<file path="src/rtl/parity_pkg.sv">
// ---------------------------------------------------------------------------
// parity_pkg
// Shared definitions for the parity-protected byte link.
//   rx_state_e   : receiver FSM states (2-bit encoding)
//   ERR_CNT_MAX  : saturation value of the receiver error counter
//   CALC_MAX_W   : widest word accepted by calc_parity
//   calc_parity  : reduction-XOR parity with odd/even selection, also used by
//                  the transmit-side generators
// Configuration macro referenced by users of this package: PARITY_RX_ERR_CNT_EN
// ---------------------------------------------------------------------------
package parity_pkg;

    typedef enum logic [1:0] {
        ST_IDLE   = 2'd0,
        ST_DATA   = 2'd1,
        ST_PARITY = 2'd2,
        ST_STOP   = 2'd3
    } rx_state_e;

    localparam logic [7:0]  ERR_CNT_MAX = 8'hFF;
    localparam int unsigned CALC_MAX_W  = 64;

    // Callers zero-extend narrower words; zero padding does not change the XOR.
    function automatic logic calc_parity(input logic [CALC_MAX_W-1:0] data,
                                         input logic                  odd);
        return (^data) ^ odd;
    endfunction

endpackage

</file>
<file path="src/rtl/parity_calc.sv">
// ---------------------------------------------------------------------------
// parity_calc
// Combinational parity of a DATA_W-bit word (DATA_W <= 64).
//   data_i   in  DATA_W  word to protect
//   parity_o out 1       ^data_i when ODD_PARITY=0, ~^data_i when ODD_PARITY=1
// Configuration macro: none (PARITY_RX_ERR_CNT_EN lives in parity_frame_rx).
// ---------------------------------------------------------------------------
module parity_calc
    import parity_pkg::*;
#(
    parameter int unsigned DATA_W     = 8,
    parameter bit          ODD_PARITY = 1'b0
) (
    input  logic [DATA_W-1:0] data_i,
    output logic              parity_o
);

    logic [CALC_MAX_W-1:0] data_ext;

    always_comb begin
        data_ext               = '0;
        data_ext[DATA_W-1:0]   = data_i;
        parity_o               = calc_parity(data_ext, ODD_PARITY);
    end

endmodule

</file>
<file path="src/rtl/parity_frame_rx.sv">
// ---------------------------------------------------------------------------
// parity_frame_rx
// Receiver for the parity-protected serial byte link. Deserialises a strobed
// frame (start 0, DATA_W data bits LSB first, parity, stop 1), checks parity
// and stop bit, and presents the word with a one-cycle valid pulse.
//   clk         in   1       clock, all state on posedge
//   rst_n       in   1       asynchronous active-low reset
//   rx_bit      in   1       serial line, idles at 1
//   rx_bit_en   in   1       sample strobe; line only consumed when 1
//   data_out    out  DATA_W  last received word, held until next frame ends
//   data_valid  out  1       one-cycle pulse per completed frame
//   parity_err  out  1       qualified by data_valid: parity mismatch
//   frame_err   out  1       qualified by data_valid: stop bit sampled 0
//   err_cnt     out  8       saturating count of errored frames
// Configuration macro: PARITY_RX_ERR_CNT_EN
//   defined   : err_cnt counts frames with parity_err|frame_err, sticks at FF
//   undefined : no counter, err_cnt tied to 8'h00
// ---------------------------------------------------------------------------
module parity_frame_rx
    import parity_pkg::*;
#(
    parameter int unsigned DATA_W     = 8,
    parameter bit          ODD_PARITY = 1'b0
) (
    input  logic              clk,
    input  logic              rst_n,
    input  logic              rx_bit,
    input  logic              rx_bit_en,
    output logic [DATA_W-1:0] data_out,
    output logic              data_valid,
    output logic              parity_err,
    output logic              frame_err,
    output logic [7:0]        err_cnt
);

    localparam int unsigned       CNT_W    = (DATA_W > 1) ? $clog2(DATA_W) : 1;
    localparam logic [CNT_W-1:0]  LAST_BIT = CNT_W'(DATA_W - 1);

    rx_state_e         state_q,   state_d;
    logic [CNT_W-1:0]  bit_cnt_q, bit_cnt_d;
    logic [DATA_W-1:0] shift_q,   shift_d;
    logic              par_rx_q,  par_rx_d;
    logic [DATA_W-1:0] data_q,    data_d;
    logic              valid_q,   valid_d;
    logic              perr_q,    perr_d;
    logic              ferr_q,    ferr_d;
    logic              exp_par;

    parity_calc #(
        .DATA_W     (DATA_W),
        .ODD_PARITY (ODD_PARITY)
    ) u_parity_calc (
        .data_i   (shift_q),
        .parity_o (exp_par)
    );

    always_comb begin
        state_d   = state_q;
        bit_cnt_d = bit_cnt_q;
        shift_d   = shift_q;
        par_rx_d  = par_rx_q;
        data_d    = data_q;
        // valid and flags are pulses: they fall every cycle, even between strobes
        valid_d   = 1'b0;
        perr_d    = 1'b0;
        ferr_d    = 1'b0;

        if (rx_bit_en) begin
            unique case (state_q)
                ST_IDLE: begin
                    if (!rx_bit) begin
                        state_d   = ST_DATA;
                        bit_cnt_d = '0;
                    end
                end
                ST_DATA: begin
                    shift_d[bit_cnt_q] = rx_bit;
                    if (bit_cnt_q == LAST_BIT) begin
                        state_d = ST_PARITY;
                    end else begin
                        bit_cnt_d = bit_cnt_q + CNT_W'(1);
                    end
                end
                ST_PARITY: begin
                    par_rx_d = rx_bit;
                    state_d  = ST_STOP;
                end
                ST_STOP: begin
                    data_d  = shift_q;
                    valid_d = 1'b1;
                    perr_d  = par_rx_q ^ exp_par;
                    ferr_d  = ~rx_bit;
                    state_d = ST_IDLE;
                end
                default: state_d = ST_IDLE;
            endcase
        end
    end

    always_ff @(posedge clk or negedge rst_n) begin
        if (!rst_n) begin
            state_q   <= ST_IDLE;
            bit_cnt_q <= '0;
            shift_q   <= '0;
            par_rx_q  <= 1'b0;
            data_q    <= '0;
            valid_q   <= 1'b0;
            perr_q    <= 1'b0;
            ferr_q    <= 1'b0;
        end else begin
            state_q   <= state_d;
            bit_cnt_q <= bit_cnt_d;
            shift_q   <= shift_d;
            par_rx_q  <= par_rx_d;
            data_q    <= data_d;
            valid_q   <= valid_d;
            perr_q    <= perr_d;
            ferr_q    <= ferr_d;
        end
    end

    assign data_out   = data_q;
    assign data_valid = valid_q;
    assign parity_err = perr_q;
    assign frame_err  = ferr_q;

`ifdef PARITY_RX_ERR_CNT_EN
    logic [7:0] err_cnt_q, err_cnt_d;

    always_comb begin
        err_cnt_d = err_cnt_q;
        if (valid_q && (perr_q || ferr_q) && (err_cnt_q != ERR_CNT_MAX)) begin
            err_cnt_d = err_cnt_q + 8'd1;
        end
    end

    always_ff @(posedge clk or negedge rst_n) begin
        if (!rst_n) begin
            err_cnt_q <= '0;
        end else begin
            err_cnt_q <= err_cnt_d;
        end
    end

    assign err_cnt = err_cnt_q;
`else
    assign err_cnt = 8'h00;
`endif

endmodule
</file>
<file path="config.mk">
export PLATFORM = sky130hd
export DESIGN_NAME = parity_frame_rx
export DESIGN_NICKNAME = d
export VERILOG_FILES = /design/src/rtl/parity_pkg.sv /design/src/rtl/parity_calc.sv /design/src/rtl/parity_frame_rx.sv
export SDC_FILE = /design/constraint.sdc
export NUM_CORES = 1
export LEC_CHECK = 0
export CAP_MARGIN = 30
export CORE_MARGIN = 2
export CORE_UTILIZATION = 55
export CTS_CLUSTER_DIAMETER = 40
export CTS_CLUSTER_SIZE = 20
export DETAILED_ROUTE_END_ITERATION = 8
export PLACE_DENSITY_LB_ADDON = 0.25
export SYNTH_ARGS = -nofsm -noshare
export SYNTH_HDL_FRONTEND = slang
export SYNTH_SLANG_ARGS = --single-unit
</file>
<file path="constraint.sdc">
create_clock -name clk -period 4.2 [get_ports clk]
set_input_delay 1.05 -clock clk [delete_from_list [all_inputs] [get_ports clk]]
set_output_delay 1.05 -clock clk [all_outputs]
set_load 0.005 [all_outputs]
</file>
==> results of run 1 <==
## metal layers
layer  wire [um]  track usage, %  part of all wire (%)  vias up
met2         903           28.06                    49       13
met1         838           19.35                    46      346
li1            -               -                     -      353
met3          53           2.586                   2.9        4
met5           0               0                     0        -
met4          32           9.211                   1.8        0
## state kept, by name, summed over array words and instances (netlist names)
register,flops
data_out,8
data_valid,1
par_rx_q,1
frame_err,1
parity_err,1
shift_q,8
bit_cnt_q,3
state_q,2
## cell type report
type                       count  area (um^2)  share of cell area, %
clock inverter                 1        7.507                 0.5137
inverter                       5        18.77                  1.284
multi-input combinational     70        584.3                  39.98
timing repair buffer          15        167.7                  11.47
clock buffer                   3        22.52                  1.541
tap                           28        35.03                  2.397
sequential                    25        625.6                  42.81
## power by group through the flow
| stage | combinational [mW] | sequential [mW] | clock (mW) |
|---|---|---|---|
| 5_1_grt | 0.495 | 0.430 | 0.121 |
| 2_1_floorplan | 0.321 | 0.409 | 0 |
| 6_report | 0.444 | 0.415 | 0.108 |
| 4_1_cts | 0.454 | 0.417 | 0.113 |
| 3_3_place_gp | 0.437 | 0.415 | 0 |
| 3_5_place_dp | 0.451 | 0.424 | 0 |
## kinds of logic after synthesis
kind of cell               after synthesis  synth area share, %
other                                    1               0.2950
muxes                                   23                20.37
and+or+nand+nor                         25                9.153
xor gates and xnor gates                 5                5.709
DFF                                     25                49.21
adders and majority gates                7                6.889
buffers and inverters                   15                6.889
AOI/OAI and AO/OA                        2                1.477
## worst reg2reg max path: stages (launching register included)
cell	delay (ps)
dfrtp_1	470
ha_1	210
ha_1	170
nand2b_1	160
a21boi_2	240
mux2_2	360
## metrics by stage
step           power [mW]  cell area (um^2)  cells  setup WS (ps)
6_report           0.9671              1461    147           1845
2_1_floorplan      0.7303              1297    110           2247
5_1_grt             1.046              1461    147           1759
4_1_cts            0.9842              1461    147           1850
3_5_place_dp       0.8752              1431    143           1491
3_3_place_gp       0.8524              1404    142           1567
## layout by cell type (no fill, tap or decap), drive strengths merged
cell	Yosys	routed
dfrtp	25	25
mux2	20	20
clkdlybuf4s50	0	14
nor2	9	9
conb	1	8
ha	7	7
nand2	6	6
inv	5	5
nand2b	4	4
mux2i	3	3
clkbuf	1	3
nor2b	2	2
xnor2	2	2
nor3	2	2
a21boi	2	2
xor3	1	1
xor2	1	1
xnor3	1	1
nand3b	1	1
nand3	1	1
clkinvlp	0	1
buf	9	1
## final timing paths
path,start,endpoint
max,rx_bit,bit_cnt_q[0]
min,data_out[1],data_out[1]
max reg2reg,bit_cnt_q[1],bit_cnt_q[0]
min reg2reg,data_out[1],data_out[1]
max in group asynchronous,rst_n,data_out[1]
min in group asynchronous,rst_n,bit_cnt_q[0]
==> out/metrics.csv, run 1 <==
stage;metric;value;unit
run_status;status;finished clean;
synth;Post-synth EDFFs;0;
timing;hold_ws;519.5;ps
critical_path;Critical Path Slowest Stage Cell;clkdlybuf4s50_1;
clocking;Post-CTS Setup Bufs;0;
die;number of top-level pins;23;
critical_path;Reg2Reg Depth;5;
cells_and_area;Fillers;169;
grt;vias in the first global route;705;
power;Leak;0.7031;nW
timing;Tmin final;2355;ps
die;Rows;17;
die;Die H;52.08;um
placement;I/O Buffers;14;
cells_and_area;Final nets;131;
timing;Final TNS setup;0;ps
routing;via count;716;
critical_path;CP arrival;2580;ps
placement;Placer Congestion;0.7219;
clocking;clock tree buffer depth;2;
clocking;clock latency on the worst-skew pair;320;ps
synth;post-synthesis register bit count;25;
routing;Initial DRT Pass Iterations;3;
timing;Clock Skew;2.530;ps
clocking;clock sinks;25;
power;cell-internal power;0.6654;mW
synth;Avg Inst Size Synth;12.34;um^2
timing;Final setup viols;0;
grt;first-pass GRT wire length;3.180;mm
grt;global router's overall resource usage;16.37;%
synth;Yosys top cell by area;dfrtp_1;
critical_path;CP startpoint kind;input pin;
clocking;# H-tree levels;1;
cells_and_area;post-layout util;66.70;%
cells_and_area;synth-to-layout area growth;14.96;%
synth;Synthesis Warnings;0;
placement;DP HPWL;1.435;mm
power;IR drop worst, VDD;0.3611;mV
routing;drt wl/cell;12.43;um
synth;Cell Area, Synth;1271;um^2
routing;Vias/cell;4.871;
critical_path;Max FO, Critical Path;11;
min_path;Worst Hold Class;flip-flop to flip-flop;
synth;post-synthesis cell count;103;
clocking;Root Driver;clkbuf_4;
critical_path;R2R setup slack;2490;ps
grt;Remaining Overflow, GRT;0;
routing;final wirelength;1.827;mm
grt;largest net degree at the start of global routing;19;
timing;Slew Viols, Final;0;
min_path;Hold Crit Depth;1;
synth;most instantiated library cell after synthesis;dfrtp_1;
clocking;Post-CTS Resized;0;
clocking;cts-stage hold buffer count;0;
critical_path;Worst Path Buf+Inv;1;
clocking;Reg clk slew, reported paths;130;ps
critical_path;critical path, cell by cell;clkdlybuf4s50_1 > a21boi_0 > a21boi_2 > mux2_2;
power;fraction of power consumed by the clock network;11.1;%
cells_and_area;layout cells sized above 1;21.85;%
die;die area;2712;um^2
job;Max-Cap Viols;0;
synth;share of flip-flops with an asynchronous set or reset;100.0;%
critical_path;crit-path max cell delay;570;ps
clocking;CTS tree;done;
critical_path;WP depth;4;
timing;RSZ-0062 raised after global routing;false;
timing;Final Hold Vio Count;0;
synth;commonest cells in the netlist;25 x dfrtp_1, 19 x mux2_2, 9 x nor2_1, 8 x buf_4, 7 x ha_1;
routing;Iteration-0 DRC Markers;4;
synth;Main synth FF type;dfrtp_1;
power;sw frac;31.20;%
clocking;CTS Buf Count;3;
synth;top cell type's share of synthesized area;49.21;%
routing;DRC Markers;0;
synth;post-synthesis cell type count;23;
power;Logic pwr share;46.0;%
power;Switch Pwr;0.3017;mW
synth;top cells by area, synth;dfrtp_1 49%, mux2_2 17%, ha_1 6.9%;
power;Flop pwr share;42.9;%
die;initial core utilization;58.02;%
critical_path;family with the most delay on the worst path;compound AO/OA/AOI/OAI gates;
timing;Final Cycle Share;56.07;%
cells_and_area;ANT cells;0;
die;Core Footprint;2191;um^2
critical_path;Worst Path Required;4420;ps
timing;fmax;424.6;MHz
die;Die W;52.08;um
grt;initial antenna violation count;0;
synth;Seq/Total Area, Yosys;49.21;%
power;Power Density;661.7;nW/um^2
critical_path;Worst Setup End Kind;flip-flop;
critical_path;Setup CP Type;input pin to flip-flop;
routing;Routed Antenna Nets;0;
(Power assumes the default switching activity.)
==> inputs of run 2 (changes only) <==
--- a/config.mk
+++ b/config.mk
@@ -7,7 +7,7 @@
 export LEC_CHECK = 0
 export CAP_MARGIN = 30
 export CORE_MARGIN = 2
-export CORE_UTILIZATION = 55
+export CORE_UTILIZATION = 46
 export CTS_CLUSTER_DIAMETER = 40
 export CTS_CLUSTER_SIZE = 20
 export DETAILED_ROUTE_END_ITERATION = 8
==> constraint.sdc (replaced) <==
create_clock -name clk -period 1.88 [get_ports clk]
set_input_delay 0.47 -clock clk [delete_from_list [all_inputs] [get_ports clk]]
set_output_delay 0.47 -clock clk [all_outputs]
set_load 0.005 [all_outputs]
==> run 2 against run 1 <==
Effect of this change:
- worst setup slack lost 1600 ps
- count of clock-buffer cells in the layout rose by 1
- die area increased by 18%
- critical path depth increased by 1
- register-to-register slack lost 2300 ps
- largest power group unchanged
- highest routed layer unchanged
==> out/metrics.csv, run 2 (synthesis gave the netlist of run 1 again) <==
stage;metric;value;unit
clocking;cts-stage hold buffer count;0;
critical_path;Reg2Reg Depth;5;
die;number of top-level pins;23;
cells_and_area;layout cells sized above 1;24.19;%
critical_path;Worst R2R Start;state_q[1];
routing;via count;739;
placement;Area after DPL;1453;um^2
die;Die W;56.57;um
die;initial core utilization;47.32;%
routing;final wirelength;1.906;mm
timing;Final Cycle Share;88.04;%
clocking;Reg clk slew, reported paths;130;ps
placement;Placer Congestion;0.6806;
critical_path;Max FO, Critical Path;7;
grt;vias in the first global route;763;
cells_and_area;Final nets;136;
placement;DP HPWL;1.459;mm
cells_and_area;synth-to-layout area growth;16.34;%
timing;Clock Skew;4.265;ps
routing;drt wl/cell;12.30;um
grt;initial antenna violation count;0;
timing;Final Hold Vio Count;0;
die;Core Footprint;2686;um^2
timing;Tmin final;1655;ps
power;Leak;0.7197;nW
power;Tot Pwr;2.182;mW
critical_path;Worst Path Required;2100;ps
clocking;Post-CTS Setup Bufs;0;
critical_path;CP arrival;1870;ps
grt;first-pass GRT wire length;3.415;mm
cells_and_area;ANT cells;0;
critical_path;Setup CP Type;flip-flop to flip-flop;
timing;fmax;604.2;MHz
placement;I/O Buffers;14;
min_path;Worst Hold Class;input pin to asynchronous set/reset pin;
run_status;status;finished clean;
clocking;Root Driver;clkbuf_4;
placement;placed insts;151;
timing;Slew Viols, Final;0;
clocking;# H-tree levels;1;
grt;largest net degree at the start of global routing;26;
die;Rows;19;
critical_path;critical path, cell by cell;inv_1 > ha_1 > nand3_1 > nor3_1 > mux2_2;
clocking;CTS Buf Count;3;
clocking;CTS tree;done;
critical_path;Critical Path Slowest Stage Cell;dfrtp_1;
critical_path;CP startpoint kind;flip-flop;
cells_and_area;post-layout util;55.05;%
routing;Initial DRT Pass Iterations;2;
timing;RSZ-0062 raised after global routing;false;
critical_path;R2R setup slack;220;ps
grt;global router's overall resource usage;14.03;%
clocking;clock sinks;25;
clocking;clock latency on the worst-skew pair;320;ps
timing;hold_ws;503.7;ps
die;Die H;56.57;um
cells_and_area;commonest non-fill, non-tap cell in the layout;dfrtp_1;
critical_path;Worst Setup End Kind;flip-flop;
critical_path;crit-path max cell delay;440;ps
routing;Vias/cell;4.768;
routing;Iteration-0 DRC Markers;4;
cells_and_area;Design Area, Final;1479;um^2
cells_and_area;commonest cells after routing, fill and taps aside;25 x dfrtp_1, 19 x mux2_2, 14 x clkdlybuf4s50_1;
cells_and_area;Finished Layout Cells;155;
clocking;Post-CTS Resized;0;
routing;Routed Antenna Nets;0;
routing;DRC Markers;0;
clocking;clock tree buffer depth;2;
job;Max-Cap Viols;0;
timing;Final setup viols;0;
grt;Remaining Overflow, GRT;0;
die;die area;3200;um^2
critical_path;Worst R2R End;shift_q[1];
power;Power Density;1476;nW/um^2
power;IR drop worst, VDD;0.7650;mV
## run 2: changes by cell type in the layout (fill, tap and decap cells not counted), sizes merged
| cell | delta |
|---|---|
| clkbuf | +1 |
| clkinvlp | -1 |
| buf | +5 |
## run 2: metrics by stage
step | setup TNS (ps) | setup slack [ps]
2_1_floorplan | 0 | 298.2
3_3_place_gp | 0 | 12.32
3_5_place_dp | -25.17 | -25.17
4_1_cts | 0 | 203.4
5_1_grt | 0 | 98.87
6_report | 0 | 224.9
## run 2: how the worst max path moves through the flow
| stage | slack (ps) | to | from | depth (start not counted) |
|---|---|---|---|---|
| floorplan | 300 | bit_cnt_q[0] | bit_cnt_q[1] | 5 |
| global placement | 10 | bit_cnt_q[0] | rx_bit_en | 4 |
| detailed placement | -30 | bit_cnt_q[0] | rx_bit_en | 4 |
| CTS | 200 | data_out[7] | data_out[7] | 1 |
| global route | 100 | shift_q[3] | state_q[1] | 5 |
| finish | 220 | shift_q[1] | state_q[1] | 5 |
## run 2: area by class of cell
cell class                 count  area, um^2
fill                         246        1207
sequential                    25       625.6
multi-input combinational     70       584.3
timing repair buffer          20       185.2
tap                           31       38.79
clock buffer                   4       26.28
inverter                       5       18.77
## run 2: worst max-delay path, delay by kind of cell, from the launching register on
kind          cells  cell delay, ps
simple gates      2             380
fa+ha+maj         1             280
buf+inv           1             120
flops             1             440
mux               1             350
## run 2: routing by layer
layer  global-route usage (%)  share of wire [%]  vias to the layer above
li1                         -                  -                      368
met1                    19.94                 46                      354
met2                    20.76                 49                       13
met3                    2.765                3.4                        4
met4                    6.122                1.9                        0
met5                        0                  0                        -
## run 2: where the power goes
part,total (mW),switching [mW],internal (mW)
clock network,0.237,0.154,0.0830
logic,1.02,0.352,0.669
registers,0.924,0.165,0.759
total,2.18,0.671,1.51
